**src/rtl/uart_rx_oversampled_if.sv**
```systemverilog
// Receiver-side bundle for uart_rx_oversampled: line, configuration and delivered status.
// RX_BREAK_DETECT_EN adds break_detected.
interface uart_rx_oversampled_if;
   logic [1:0] baud_sel;
   logic [4:0] line_control_reg;
   logic       serial_in;
   logic [7:0] data_received;
   logic       data_valid;
   logic       parity_error;
   logic       framing_error;
   logic       active_flag_rx;
`ifdef RX_BREAK_DETECT_EN
   logic       break_detected;
`endif

   modport master (
      output baud_sel, line_control_reg, serial_in,
      input  data_received, data_valid, parity_error, framing_error, active_flag_rx
`ifdef RX_BREAK_DETECT_EN
      , input break_detected
`endif
   );

   modport slave (
      input  baud_sel, line_control_reg, serial_in,
      output data_received, data_valid, parity_error, framing_error, active_flag_rx
`ifdef RX_BREAK_DETECT_EN
      , output break_detected
`endif
   );
endinterface

```
**src/rtl/uart_rx_oversampled.sv**
```systemverilog
// 16x-oversampled UART receiver, 3-sample majority vote per bit, parity/framing status.
// Define RX_BREAK_DETECT_EN to add break_detected and the break-wait state.
module uart_rx_oversampled #(
   parameter int unsigned CLK_FREQ   = 50_000_000,
   parameter int unsigned OVERSAMPLE = 16
) (
   input  logic                 clk,
   input  logic                 rst,
   uart_rx_oversampled_if.slave rx
);

   function automatic int unsigned div_for(input int unsigned baud);
      return (CLK_FREQ + (OVERSAMPLE / 2) * baud) / (OVERSAMPLE * baud);
   endfunction

   localparam int unsigned DIV0  = div_for(2400);
   localparam int unsigned DIV1  = div_for(4800);
   localparam int unsigned DIV2  = div_for(9600);
   localparam int unsigned DIV3  = div_for(19200);
   localparam int unsigned CNT_W = (DIV0 > 1) ? $clog2(DIV0) : 1;

   typedef enum logic [2:0] {
      S_IDLE, S_START, S_DATA, S_PARITY, S_STOP, S_STOP2, S_BREAK
   } state_t;

   state_t           r_state, w_next;
   logic             r_sync1, r_sync2, r_line_prev;
   logic             w_line, w_start_edge;
   logic [CNT_W-1:0] r_clk_cnt, w_div_m1, w_div_half;
   logic [3:0]       r_tick;
   logic [1:0]       r_baud;
   logic [4:0]       r_lcr;
   logic [2:0]       r_bit_cnt;
   logic [7:0]       r_shift;
   logic             r_par, r_pe, r_fe, r_s7, r_s8;
   logic             w_tick_end, w_mid, w_vote_pt, w_vote, w_last_bit;
   logic             w_deliver, w_brk_frame, w_brk_hold;
   logic [7:0]       r_data;
   logic             r_valid, r_pe_out, r_fe_out;

   assign w_line       = r_sync2;
   assign w_start_edge = r_line_prev & ~r_sync2;

   always_comb begin
      w_div_m1   = CNT_W'(DIV2 - 1);
      w_div_half = CNT_W'(DIV2 / 2);
      unique case (r_baud)
         2'b00: begin w_div_m1 = CNT_W'(DIV0 - 1); w_div_half = CNT_W'(DIV0 / 2); end
         2'b01: begin w_div_m1 = CNT_W'(DIV1 - 1); w_div_half = CNT_W'(DIV1 / 2); end
         2'b10: begin w_div_m1 = CNT_W'(DIV2 - 1); w_div_half = CNT_W'(DIV2 / 2); end
         2'b11: begin w_div_m1 = CNT_W'(DIV3 - 1); w_div_half = CNT_W'(DIV3 / 2); end
      endcase
   end

   // Samples are taken mid-tick at ticks 7 and 8; the vote is formed at tick 9.
   assign w_tick_end = (r_clk_cnt == w_div_m1);
   assign w_mid      = (r_clk_cnt == w_div_half);
   assign w_vote_pt  = w_mid && (r_tick == 4'd9);
   assign w_vote     = (r_s7 & r_s8) | (r_s7 & w_line) | (r_s8 & w_line);
   assign w_last_bit = (r_bit_cnt == {1'b1, r_lcr[1:0]});
   assign w_brk_hold = (r_state == S_BREAK) && !w_line;

`ifdef RX_BREAK_DETECT_EN
   logic r_zero, r_brk_pend, r_brk;
   assign w_brk_frame       = (r_state == S_STOP2) ? r_brk_pend : (r_zero & ~w_vote);
   assign rx.break_detected = r_brk;
`else
   assign w_brk_frame = 1'b0;
`endif

   always_comb begin
      w_next    = r_state;
      w_deliver = 1'b0;
      unique case (r_state)
         S_IDLE:   if (w_start_edge) w_next = S_START;
         S_START:  if (w_vote_pt) w_next = w_vote ? S_IDLE : S_DATA;
         S_DATA:   if (w_vote_pt && w_last_bit) w_next = r_lcr[3] ? S_PARITY : S_STOP;
         S_PARITY: if (w_vote_pt) w_next = S_STOP;
         S_STOP: begin
            if (w_vote_pt) begin
               if (r_lcr[2]) begin
                  w_next = S_STOP2;
               end else begin
                  w_deliver = 1'b1;
                  w_next    = w_brk_frame ? S_BREAK : S_IDLE;
               end
            end
         end
         S_STOP2: begin
            if (w_vote_pt) begin
               w_deliver = 1'b1;
               w_next    = w_brk_frame ? S_BREAK : S_IDLE;
            end
         end
         S_BREAK:  if (w_line && w_tick_end && (r_tick == 4'd15)) w_next = S_IDLE;
         default:  w_next = S_IDLE;
      endcase
   end

   always_ff @(posedge clk or posedge rst) begin
      if (rst) begin
         r_sync1     <= 1'b1;
         r_sync2     <= 1'b1;
         r_line_prev <= 1'b1;
         r_state     <= S_IDLE;
      end else begin
         r_sync1     <= rx.serial_in;
         r_sync2     <= r_sync1;
         r_line_prev <= r_sync2;
         r_state     <= w_next;
      end
   end

   // Break wait restarts the bit timer on every low sample so only a full high bit clears it.
   always_ff @(posedge clk or posedge rst) begin
      if (rst) begin
         r_clk_cnt <= '0;
         r_tick    <= '0;
      end else if ((r_state == S_IDLE) || w_brk_hold) begin
         r_clk_cnt <= '0;
         r_tick    <= '0;
      end else if (w_tick_end) begin
         r_clk_cnt <= '0;
         r_tick    <= r_tick + 1'b1;
      end else begin
         r_clk_cnt <= r_clk_cnt + 1'b1;
      end
   end

   always_ff @(posedge clk or posedge rst) begin
      if (rst) begin
         r_s7      <= 1'b1;
         r_s8      <= 1'b1;
         r_baud    <= '0;
         r_lcr     <= '0;
         r_shift   <= '0;
         r_bit_cnt <= '0;
         r_par     <= 1'b0;
         r_pe      <= 1'b0;
         r_fe      <= 1'b0;
      end else begin
         if (w_mid && (r_tick == 4'd7)) r_s7 <= w_line;
         if (w_mid && (r_tick == 4'd8)) r_s8 <= w_line;
         if ((r_state == S_IDLE) && w_start_edge) begin
            r_baud    <= rx.baud_sel;
            r_lcr     <= rx.line_control_reg;
            r_shift   <= '0;
            r_bit_cnt <= '0;
            r_par     <= 1'b0;
            r_pe      <= 1'b0;
            r_fe      <= 1'b0;
         end else if (w_vote_pt) begin
            if (r_state == S_DATA) begin
               r_shift[r_bit_cnt] <= w_vote;
               r_bit_cnt          <= r_bit_cnt + 1'b1;
               r_par              <= r_par ^ w_vote;
            end
            if (r_state == S_PARITY) r_pe <= r_par ^ w_vote ^ ~r_lcr[4];
            if (((r_state == S_STOP) || (r_state == S_STOP2)) && !w_vote) r_fe <= 1'b1;
         end
      end
   end

`ifdef RX_BREAK_DETECT_EN
   always_ff @(posedge clk or posedge rst) begin
      if (rst) begin
         r_zero     <= 1'b0;
         r_brk_pend <= 1'b0;
         r_brk      <= 1'b0;
      end else begin
         if ((r_state == S_IDLE) && w_start_edge) begin
            r_zero <= 1'b1;
         end else if (w_vote_pt && w_vote && ((r_state == S_DATA) || (r_state == S_PARITY))) begin
            r_zero <= 1'b0;
         end
         if (w_vote_pt && (r_state == S_STOP)) r_brk_pend <= r_zero & ~w_vote;
         if (w_deliver) begin
            r_brk <= w_brk_frame;
         end else if ((r_state == S_BREAK) && (w_next == S_IDLE)) begin
            r_brk <= 1'b0;
         end
      end
   end
`endif

   // The final stop vote is folded in directly since r_fe has not captured it yet.
   always_ff @(posedge clk or posedge rst) begin
      if (rst) begin
         r_data   <= '0;
         r_valid  <= 1'b0;
         r_pe_out <= 1'b0;
         r_fe_out <= 1'b0;
      end else begin
         r_valid <= w_deliver;
         if (w_deliver) begin
            r_data   <= r_shift;
            r_pe_out <= r_pe;
            r_fe_out <= r_fe | ~w_vote;
         end
      end
   end

   assign rx.data_received  = r_data;
   assign rx.data_valid     = r_valid;
   assign rx.parity_error   = r_pe_out;
   assign rx.framing_error  = r_fe_out;
   assign rx.active_flag_rx = (r_state == S_DATA) || (r_state == S_PARITY) ||
                              (r_state == S_STOP) || (r_state == S_STOP2);

endmodule

```
**src/flat_wrapper.sv**
```systemverilog
// flat-port wrapper written by rule: the top's interface ports become plain ports
module uart_rx_oversampled_flat 
#(
   parameter int unsigned CLK_FREQ   = 50_000_000,
   parameter int unsigned OVERSAMPLE = 16
)
  (clk, rst, rx_baud_sel, rx_line_control_reg, rx_serial_in, rx_data_received, rx_data_valid, rx_parity_error, rx_framing_error, rx_active_flag_rx);
  uart_rx_oversampled_if rx_i ();
  input  logic clk;
  input  logic rst;
  input wire logic [$bits(rx_i.baud_sel)-1:0] rx_baud_sel;
  input wire logic [$bits(rx_i.line_control_reg)-1:0] rx_line_control_reg;
  input wire logic [$bits(rx_i.serial_in)-1:0] rx_serial_in;
  output wire logic [$bits(rx_i.data_received)-1:0] rx_data_received;
  output wire logic [$bits(rx_i.data_valid)-1:0] rx_data_valid;
  output wire logic [$bits(rx_i.parity_error)-1:0] rx_parity_error;
  output wire logic [$bits(rx_i.framing_error)-1:0] rx_framing_error;
  output wire logic [$bits(rx_i.active_flag_rx)-1:0] rx_active_flag_rx;
  assign rx_i.baud_sel = rx_baud_sel;
  assign rx_i.line_control_reg = rx_line_control_reg;
  assign rx_i.serial_in = rx_serial_in;
  assign rx_data_received = rx_i.data_received;
  assign rx_data_valid = rx_i.data_valid;
  assign rx_parity_error = rx_i.parity_error;
  assign rx_framing_error = rx_i.framing_error;
  assign rx_active_flag_rx = rx_i.active_flag_rx;
  uart_rx_oversampled #(.CLK_FREQ(CLK_FREQ), .OVERSAMPLE(OVERSAMPLE)) u_core (.clk(clk), .rst(rst), .rx(rx_i));
endmodule
```
**config.mk**
```make
export PLATFORM = sky130hd
export DESIGN_NAME = uart_rx_oversampled_flat
export DESIGN_NICKNAME = d
export VERILOG_FILES = /design/src/rtl/uart_rx_oversampled_if.sv /design/src/rtl/uart_rx_oversampled.sv /design/src/flat_wrapper.sv
export SDC_FILE = /design/constraint.sdc
export NUM_CORES = 1
export LEC_CHECK = 0
export CAP_MARGIN = 40
export CORE_UTILIZATION = 41
export CTS_CLUSTER_SIZE = 24
export DETAILED_ROUTE_END_ITERATION = 16
export GPL_TIMING_DRIVEN = 0
export SYNTH_ARGS = -nofsm -noshare
export SYNTH_HDL_FRONTEND = slang
export SYNTH_SLANG_ARGS = --single-unit
```
**constraint.sdc**
```tcl
create_clock -name clk -period 3 [get_ports clk]
set_clock_uncertainty 0.1 [all_clocks]
set_input_delay 0.6 -clock clk [delete_from_list [all_inputs] [get_ports clk]]
set_output_delay 0.6 -clock clk [all_outputs]
set_load 0.005 [all_outputs]
```
==> impl_metrics.env, run 1 <==
export IMPL_synth_largest_area_cell="dfrtp_1"
export IMPL_crit_family="compound AO/OA/AOI/OAI gates"
export IMPL_nNetsFinal=353
export IMPL_detail_route_wl_per_cell_um=13.8
export IMPL_cp_end_kind="flip-flop"
export IMPL_slew_headroom_pct=54.8
export IMPL_status="completed"
export IMPL_dpl_worst_slack_ns=0.362
export IMPL_finalSetupTns_ns=0
export IMPL_hpwl_mm=4.39
export IMPL_async_flop_share_pct=100
export IMPL_crit_chain="buf_4, o21ai_0, nand3b_1, a311oi_4, nand4_1, a2111o_1, buf_6, mux2_4"
export IMPL_post_cts_resize_count=0
export IMPL_cp_required_ns=3.10
export IMPL_cts_max_level=2
export IMPL_synthToLayoutAreaGrowth_pct=14.7
export IMPL_cts_sinks=55
export IMPL_die_height_um=87.5
export IMPL_core_area_um2=6910
export IMPL_cts_buffers=5
export IMPL_n_fill_cell=697
export IMPL_min_path_type="flip-flop to flip-flop"
export IMPL_grt_util_all_layers_pct=17.5
export IMPL_synth_commonest_cells="50 x dfrtp_1, 37 x nand2_1, 31 x nor2_1"
export IMPL_drc_errors=0
export IMPL_dr_total_vias=2252
export IMPL_synth_edff_count=0
export IMPL_syn_avg_cell_area_um2=9.69
export IMPL_antenna_left=0
export IMPL_yosysUniqueCellTypes=50
export IMPL_grt_pass1_wl_mm=10.4
export IMPL_period_minus_slack_ns=2.71
export IMPL_via_per_inst=5.18
export IMPL_globalplace_congestion=0.836
export IMPL_path_buf_inv=2
export IMPL_leakagePower_nw=1.48
export IMPL_netlist_top_cells_area="dfrtp_1 42%, nand2_1 4.6%, mux2_4 4.5%, dfstp_2 4.4%, nor2_1 3.9%"
export IMPL_finalHoldViolCount=0
export IMPL_grt_max_degree=29
export IMPL_fin_cells=435
export IMPL_setup_slack_ns=0.291
export IMPL_tightest_slew_ns=0.671
export IMPL_syn_area_um2=2990
export IMPL_die_x_um=87.5
export IMPL_drt_wl_total_mm=6.00
export IMPL_synth_top_flop_cell="dfrtp_1"
export IMPL_setup_viol=0
export IMPL_cts_hold_buffers=0
export IMPL_grt_pass1_vias=2198
export IMPL_yosysMostFrequentCell="dfrtp_1"
export IMPL_synth_seq_area_share_pct=46.2
export IMPL_syn_nets=324
export IMPL_cap_violations=0
export IMPL_worst_setup_path_type="flip-flop to flip-flop"
export IMPL_cp_data_arrival_time_ns=2.81
export IMPL_post_route_period_util_pct=90.3
export IMPL_rsz0062_at_grt="false"
export IMPL_n_antenna_cell=0
export IMPL_rrSetupSlack_ns=0.29
export IMPL_ir_drop_uv=360
export IMPL_path_clk_slew_ns=0.10
export IMPL_grt_antenna_before_repair=0
export IMPL_drtPass1Iterations=4
export IMPL_dieArea_um2=7650
export IMPL_syn_inst=309
export IMPL_drt_iter0_markers=76
export IMPL_rows=30
export IMPL_cpPeakStageDelay_ns=0.44
export IMPL_finalMaxSlewViolations=0
export IMPL_io_buffer_count=21
export IMPL_dpl_cell_count=427
export IMPL_clkLatencyLatePin_ns=0.31
export IMPL_yosys_warnings=0
export IMPL_cts_path_max_buffers=2
export IMPL_worstPathMaxFanout=10
export IMPL_synth_seq_cells=55
export IMPL_initial_core_util_pct=43.4
export IMPL_crit_slowest_cell="dfrtp_1"
export IMPL_startpoint_type="flip-flop"
export IMPL_yosysTopAreaCellShare_pct=41.8
export IMPL_cts_tree="built"
export IMPL_drive_above_1_share_pct=12.1
export IMPL_grt_overflow=0
export IMPL_p_per_area_nw_per_um2=562
export IMPL_fmaxAchievable_mhz=369
export IMPL_clock_root_buffer="clkbuf_8"
export IMPL_io_pins=22
export IMPL_post_cts_buffers=0
## through the flow
stage	total power [mW]	instance area [µm²]	utilization, %	hold slack, ns
after floorplan	1.36	2990	-	0.245
after global placement	1.52	3320	48.1	0.249
after detailed placement	1.53	3340	48.4	0.247
after CTS	1.96	3430	49.7	0.268
after global routing	2.07	3430	49.7	0.269
final	1.93	3430	49.7	0.263
## layer usage
| metal | global-route usage, % | wire length, µm | share of wire (%) | vias to the layer above |
|---|---|---|---|---|
| met2 | 29.0 | 2840 | 47 | 32 |
| met5 | 0 | 0 | 0 | - |
| met3 | 3.13 | 136 | 2.3 | 6 |
| li1 | - | - | - | 1134 |
| met1 | 23.7 | 2970 | 49 | 1080 |
| met4 | 4.47 | 59 | 0.98 | 0 |
## cell families after synthesis
| group | after synthesis | synth area share (%) |
|---|---|---|
| adder cells (fa/ha/maj) | 5 | 2.09 |
| XOR/XNOR | 17 | 4.97 |
| flip-flops | 55 | 46.2 |
| AO/OA/AOI/OAI | 53 | 12.7 |
| buffers and inverters | 35 | 5.39 |
| multiplexers | 21 | 8.61 |
| AND/OR/NAND/NOR | 123 | 20.1 |
## cell type report
type | count | area (µm²) | share of cell area [%]
Multi-Input combinational cell | 219 | 1450 | 42.2
Inverter | 17 | 63.8 | 1.86
Tap cell | 96 | 120 | 3.50
Buffer | 18 | 97.6 | 2.84
Clock buffer | 5 | 68.8 | 2.00
Timing Repair Buffer | 22 | 230 | 6.71
Clock inverter | 3 | 20.0 | 0.583
Sequential cell | 55 | 1380 | 40.3
## final timing paths
check,cells past startpoint,startpoint,end
max in group asynchronous,3,rst,u_core.r_sync1
min,0,u_core.r_sync1,u_core.r_sync2
min in group asynchronous,2,rst,u_core.rx.data_received[6]
max reg2reg,8,u_core.r_baud[1],u_core.rx.data_received[4]
max,8,u_core.r_baud[1],u_core.rx.data_received[4]
min reg2reg,0,u_core.r_sync1,u_core.r_sync2
## placed cells by master, fill, tap and decap left out, types with 3 or more instances in the layout
cell type / n
a21oi_1: 9
a31oi_1: 6
and3_1: 4
buf_4: 3
clkbuf_1: 10
clkbuf_8: 5
clkdlybuf4s50_1: 21
dfrtp_1: 50
dfstp_2: 5
ha_1: 5
inv_1: 15
mux2_4: 9
mux2i_1: 10
nand2_1: 37
nand3_1: 14
nand4_1: 8
nor2_1: 31
nor2b_1: 4
nor3_1: 5
nor4_1: 3
nor4b_1: 3
o211ai_1: 4
o21a_1: 3
o21ai_0: 14
o31ai_1: 3
or3_1: 3
xnor2_1: 13
xor2_1: 4
## where the power goes
part,leakage [nW],switching (mW),total [mW],internal (mW)
logic,0.706,0.391,0.634,0.243
clock network,0.0402,0.249,0.412,0.163
registers,0.736,0.0676,0.885,0.818
## sequential cells by signal, indices dropped and copies added, names as in the netlist
| name | cells |
|---|---|
| u_core.r_fe | 1 |
| u_core.rx.framing_error | 1 |
| u_core.r_s7 | 1 |
| u_core.rx.parity_error | 1 |
| u_core.r_pe | 1 |
| u_core.r_sync2 | 1 |
| u_core.r_bit_cnt | 3 |
| u_core.r_s8 | 1 |
| u_core.r_baud | 2 |
| u_core.r_line_prev | 1 |
| u_core.rx.data_valid | 1 |
| u_core.r_clk_cnt | 11 |
| u_core.r_shift | 8 |
| u_core.r_tick | 4 |
| u_core.r_sync1 | 1 |
| u_core.r_lcr | 5 |
| u_core.rx.data_received | 8 |
| u_core.r_par | 1 |
| u_core.r_state | 3 |
(Power assumes the default switching activity.)
==> run 2: changes to the inputs <==
--- a/config.mk
+++ b/config.mk
@@ -10,6 +10,7 @@
 export CTS_CLUSTER_SIZE = 24
 export DETAILED_ROUTE_END_ITERATION = 16
 export GPL_TIMING_DRIVEN = 0
+export SLEW_MARGIN = 20
 export SYNTH_ARGS = -nofsm -noshare
 export SYNTH_HDL_FRONTEND = slang
 export SYNTH_SLANG_ARGS = --single-unit
==> impl_metrics.env, run 2 (synthesis results as in run 1) <==
export IMPL_largest_reg_flops=11
export IMPL_cap_violations=0
export IMPL_cts_tree="built"
export IMPL_rsz0062_at_grt="false"
export IMPL_cts_hold_buffers=0
export IMPL_hold_slack_ns=0.264
export IMPL_rr_startpoint="u_core.r_baud[1]"
export IMPL_fmaxAchievable_mhz=370
export IMPL_path_buf_inv=2
export IMPL_r2r_end="u_core.r_shift[6]"
export IMPL_detail_route_wl_per_cell_um=13.9
export IMPL_drt_iter0_markers=161
export IMPL_fin_cells=434
export IMPL_initial_core_util_pct=43.4
export IMPL_drt_wl_total_mm=6.05
export IMPL_worst_setup_path_type="flip-flop to primary output"
export IMPL_cts_max_level=2
export IMPL_mostFrequentLayoutCells="50 x dfrtp_1, 37 x nand2_1, 31 x nor2_1"
export IMPL_crit_end="rx_active_flag_rx"
export IMPL_finalHoldViolCount=0
export IMPL_drive_above_1_share_pct=11.8
export IMPL_io_buffer_count=21
export IMPL_grt_antenna_before_repair=0
export IMPL_core_area_um2=6910
export IMPL_cpPeakStageDelay_ns=0.45
export IMPL_dpl_cell_count=426
export IMPL_period_minus_slack_ns=2.70
export IMPL_clock_root_buffer="clkbuf_8"
export IMPL_setup_viol=0
export IMPL_min_path_type="flip-flop to flip-flop"
export IMPL_drc_errors=0
export IMPL_top_register="u_core.r_clk_cnt"
export IMPL_cts_path_max_buffers=2
export IMPL_grt_overflow=0
export IMPL_startpoint_type="flip-flop"
export IMPL_cts_sinks=55
export IMPL_grt_max_degree=56
export IMPL_dieArea_um2=7650
export IMPL_crit_chain="clkbuf_1, nor2_1, or2_2, clkdlybuf4s50_1"
export IMPL_finalMaxSlewViolations=0
export IMPL_grt_pass1_wl_mm=10.5
export IMPL_synthToLayoutAreaGrowth_pct=14.3
export IMPL_cts_buffers=5
export IMPL_grt_pass1_vias=2235
export IMPL_tightest_slew_ns=0.666
export IMPL_cp_depth=4
export IMPL_leakagePower_nw=1.48
export IMPL_cp_required_ns=2.30
export IMPL_cp_data_arrival_time_ns=2.00
export IMPL_worst_r2r_path_depth=8
export IMPL_grt_util_all_layers_pct=17.5
export IMPL_rrSetupSlack_ns=0.34
export IMPL_die_height_um=87.5
export IMPL_path_clk_slew_ns=0.10
export IMPL_antenna_left=0
export IMPL_fin_util_pct=49.6
export IMPL_post_cts_resize_count=0
export IMPL_die_x_um=87.5
export IMPL_nNetsFinal=352
export IMPL_crit_family="buffers and inverters"
export IMPL_post_cts_buffers=0
export IMPL_mostFrequentLayoutCell="dfrtp_1"
export IMPL_via_per_inst=5.21
export IMPL_cp_end_kind="primary output"
export IMPL_ir_drop_uv=313
export IMPL_crit_slowest_cell="dfrtp_1"
export IMPL_slew_headroom_pct=55.1
export IMPL_p_per_area_nw_per_um2=572
export IMPL_dr_total_vias=2260
export IMPL_io_pins=22
export IMPL_status="completed"
export IMPL_crit_start="u_core.r_state[1]"
export IMPL_hpwl_mm=4.24
export IMPL_worstPathMaxFanout=10
export IMPL_clkLatencyLatePin_ns=0.32
export IMPL_drtPass1Iterations=5
export IMPL_n_antenna_cell=0
export IMPL_globalplace_congestion=0.836
export IMPL_rows=30
export IMPL_post_route_period_util_pct=90.1
## run 2: cell types whose count changed in the layout (fill, tap and decap cells not counted)
cell        previous run  this run
inv_4                  0         1
inv_8                  0         1
buf_12                 1         0
inv_2                  1         0
clkinvlp_4             2         1
clkinv_2               1         0
inv_6                  0         1
## run 2: final cells by class
class                           count  area (µm²)
Sequential cell                    55        1380
Inverter                           17        66.3
Clock buffer                        5        68.8
Clock inverter                      3        27.5
Buffer                             18        97.6
Tap cell                           96         120
Timing Repair Buffer               21         210
Fill cell                         674        3480
Multi-Input combinational cell    219        1450
## run 2: worst reg2reg max path: stages (launching register included)
cell and delay [ns]:
dfrtp_1 0.44, buf_4 0.19, o21ai_0 0.16, nand3b_1 0.18, a311oi_4 0.39, nand4_1 0.34, buf_2 0.29, nor3_1 0.25
mux2i_1 0.23
## run 2: where the power goes
| group | internal, mW | leakage [nW] | switching, mW |
|---|---|---|---|
| combinational | 0.240 | 0.697 | 0.390 |
| clock | 0.174 | 0.0467 | 0.267 |
| sequential | 0.818 | 0.736 | 0.0684 |
| total | 1.23 | 1.48 | 0.726 |
## run 2: metrics by stage
step | TNS [ns] | area, µm² | setup slack [ns] | power [mW]
6_report | 0 | 3420 | 0.298 | 1.96
5_1_grt | 0 | 3420 | 0.0981 | 2.10
4_1_cts | 0 | 3420 | 0.304 | 1.98
3_5_place_dp | 0 | 3330 | 0.359 | 1.53
3_3_place_gp | -7.20 | 3320 | -0.147 | 1.52
2_1_floorplan | 0 | 2990 | 0.689 | 1.36
## run 2: worst min path at each step
stage | startpoint | end | slack (ns) | cells after the start
3_5_place_dp | u_core.r_sync1 | u_core.r_sync2 | 0.25 | 0
5_1_grt | u_core.r_sync1 | u_core.r_sync2 | 0.27 | 0
3_3_place_gp | u_core.r_sync1 | u_core.r_sync2 | 0.25 | 0
2_1_floorplan | u_core.r_sync1 | u_core.r_sync2 | 0.25 | 0
4_1_cts | u_core.r_sync1 | u_core.r_sync2 | 0.27 | 0
6_report | u_core.r_sync1 | u_core.r_sync2 | 0.26 | 0
## run 2: metal layers
layer  GRT usage (%)  up-vias  part of all wire [%]
met1            23.8     1090                    50
met5               0        -                     0
met4            5.37        0                   1.2
met3            3.13        6                   2.7
li1                -     1129                     -
met2            28.3       35                    47
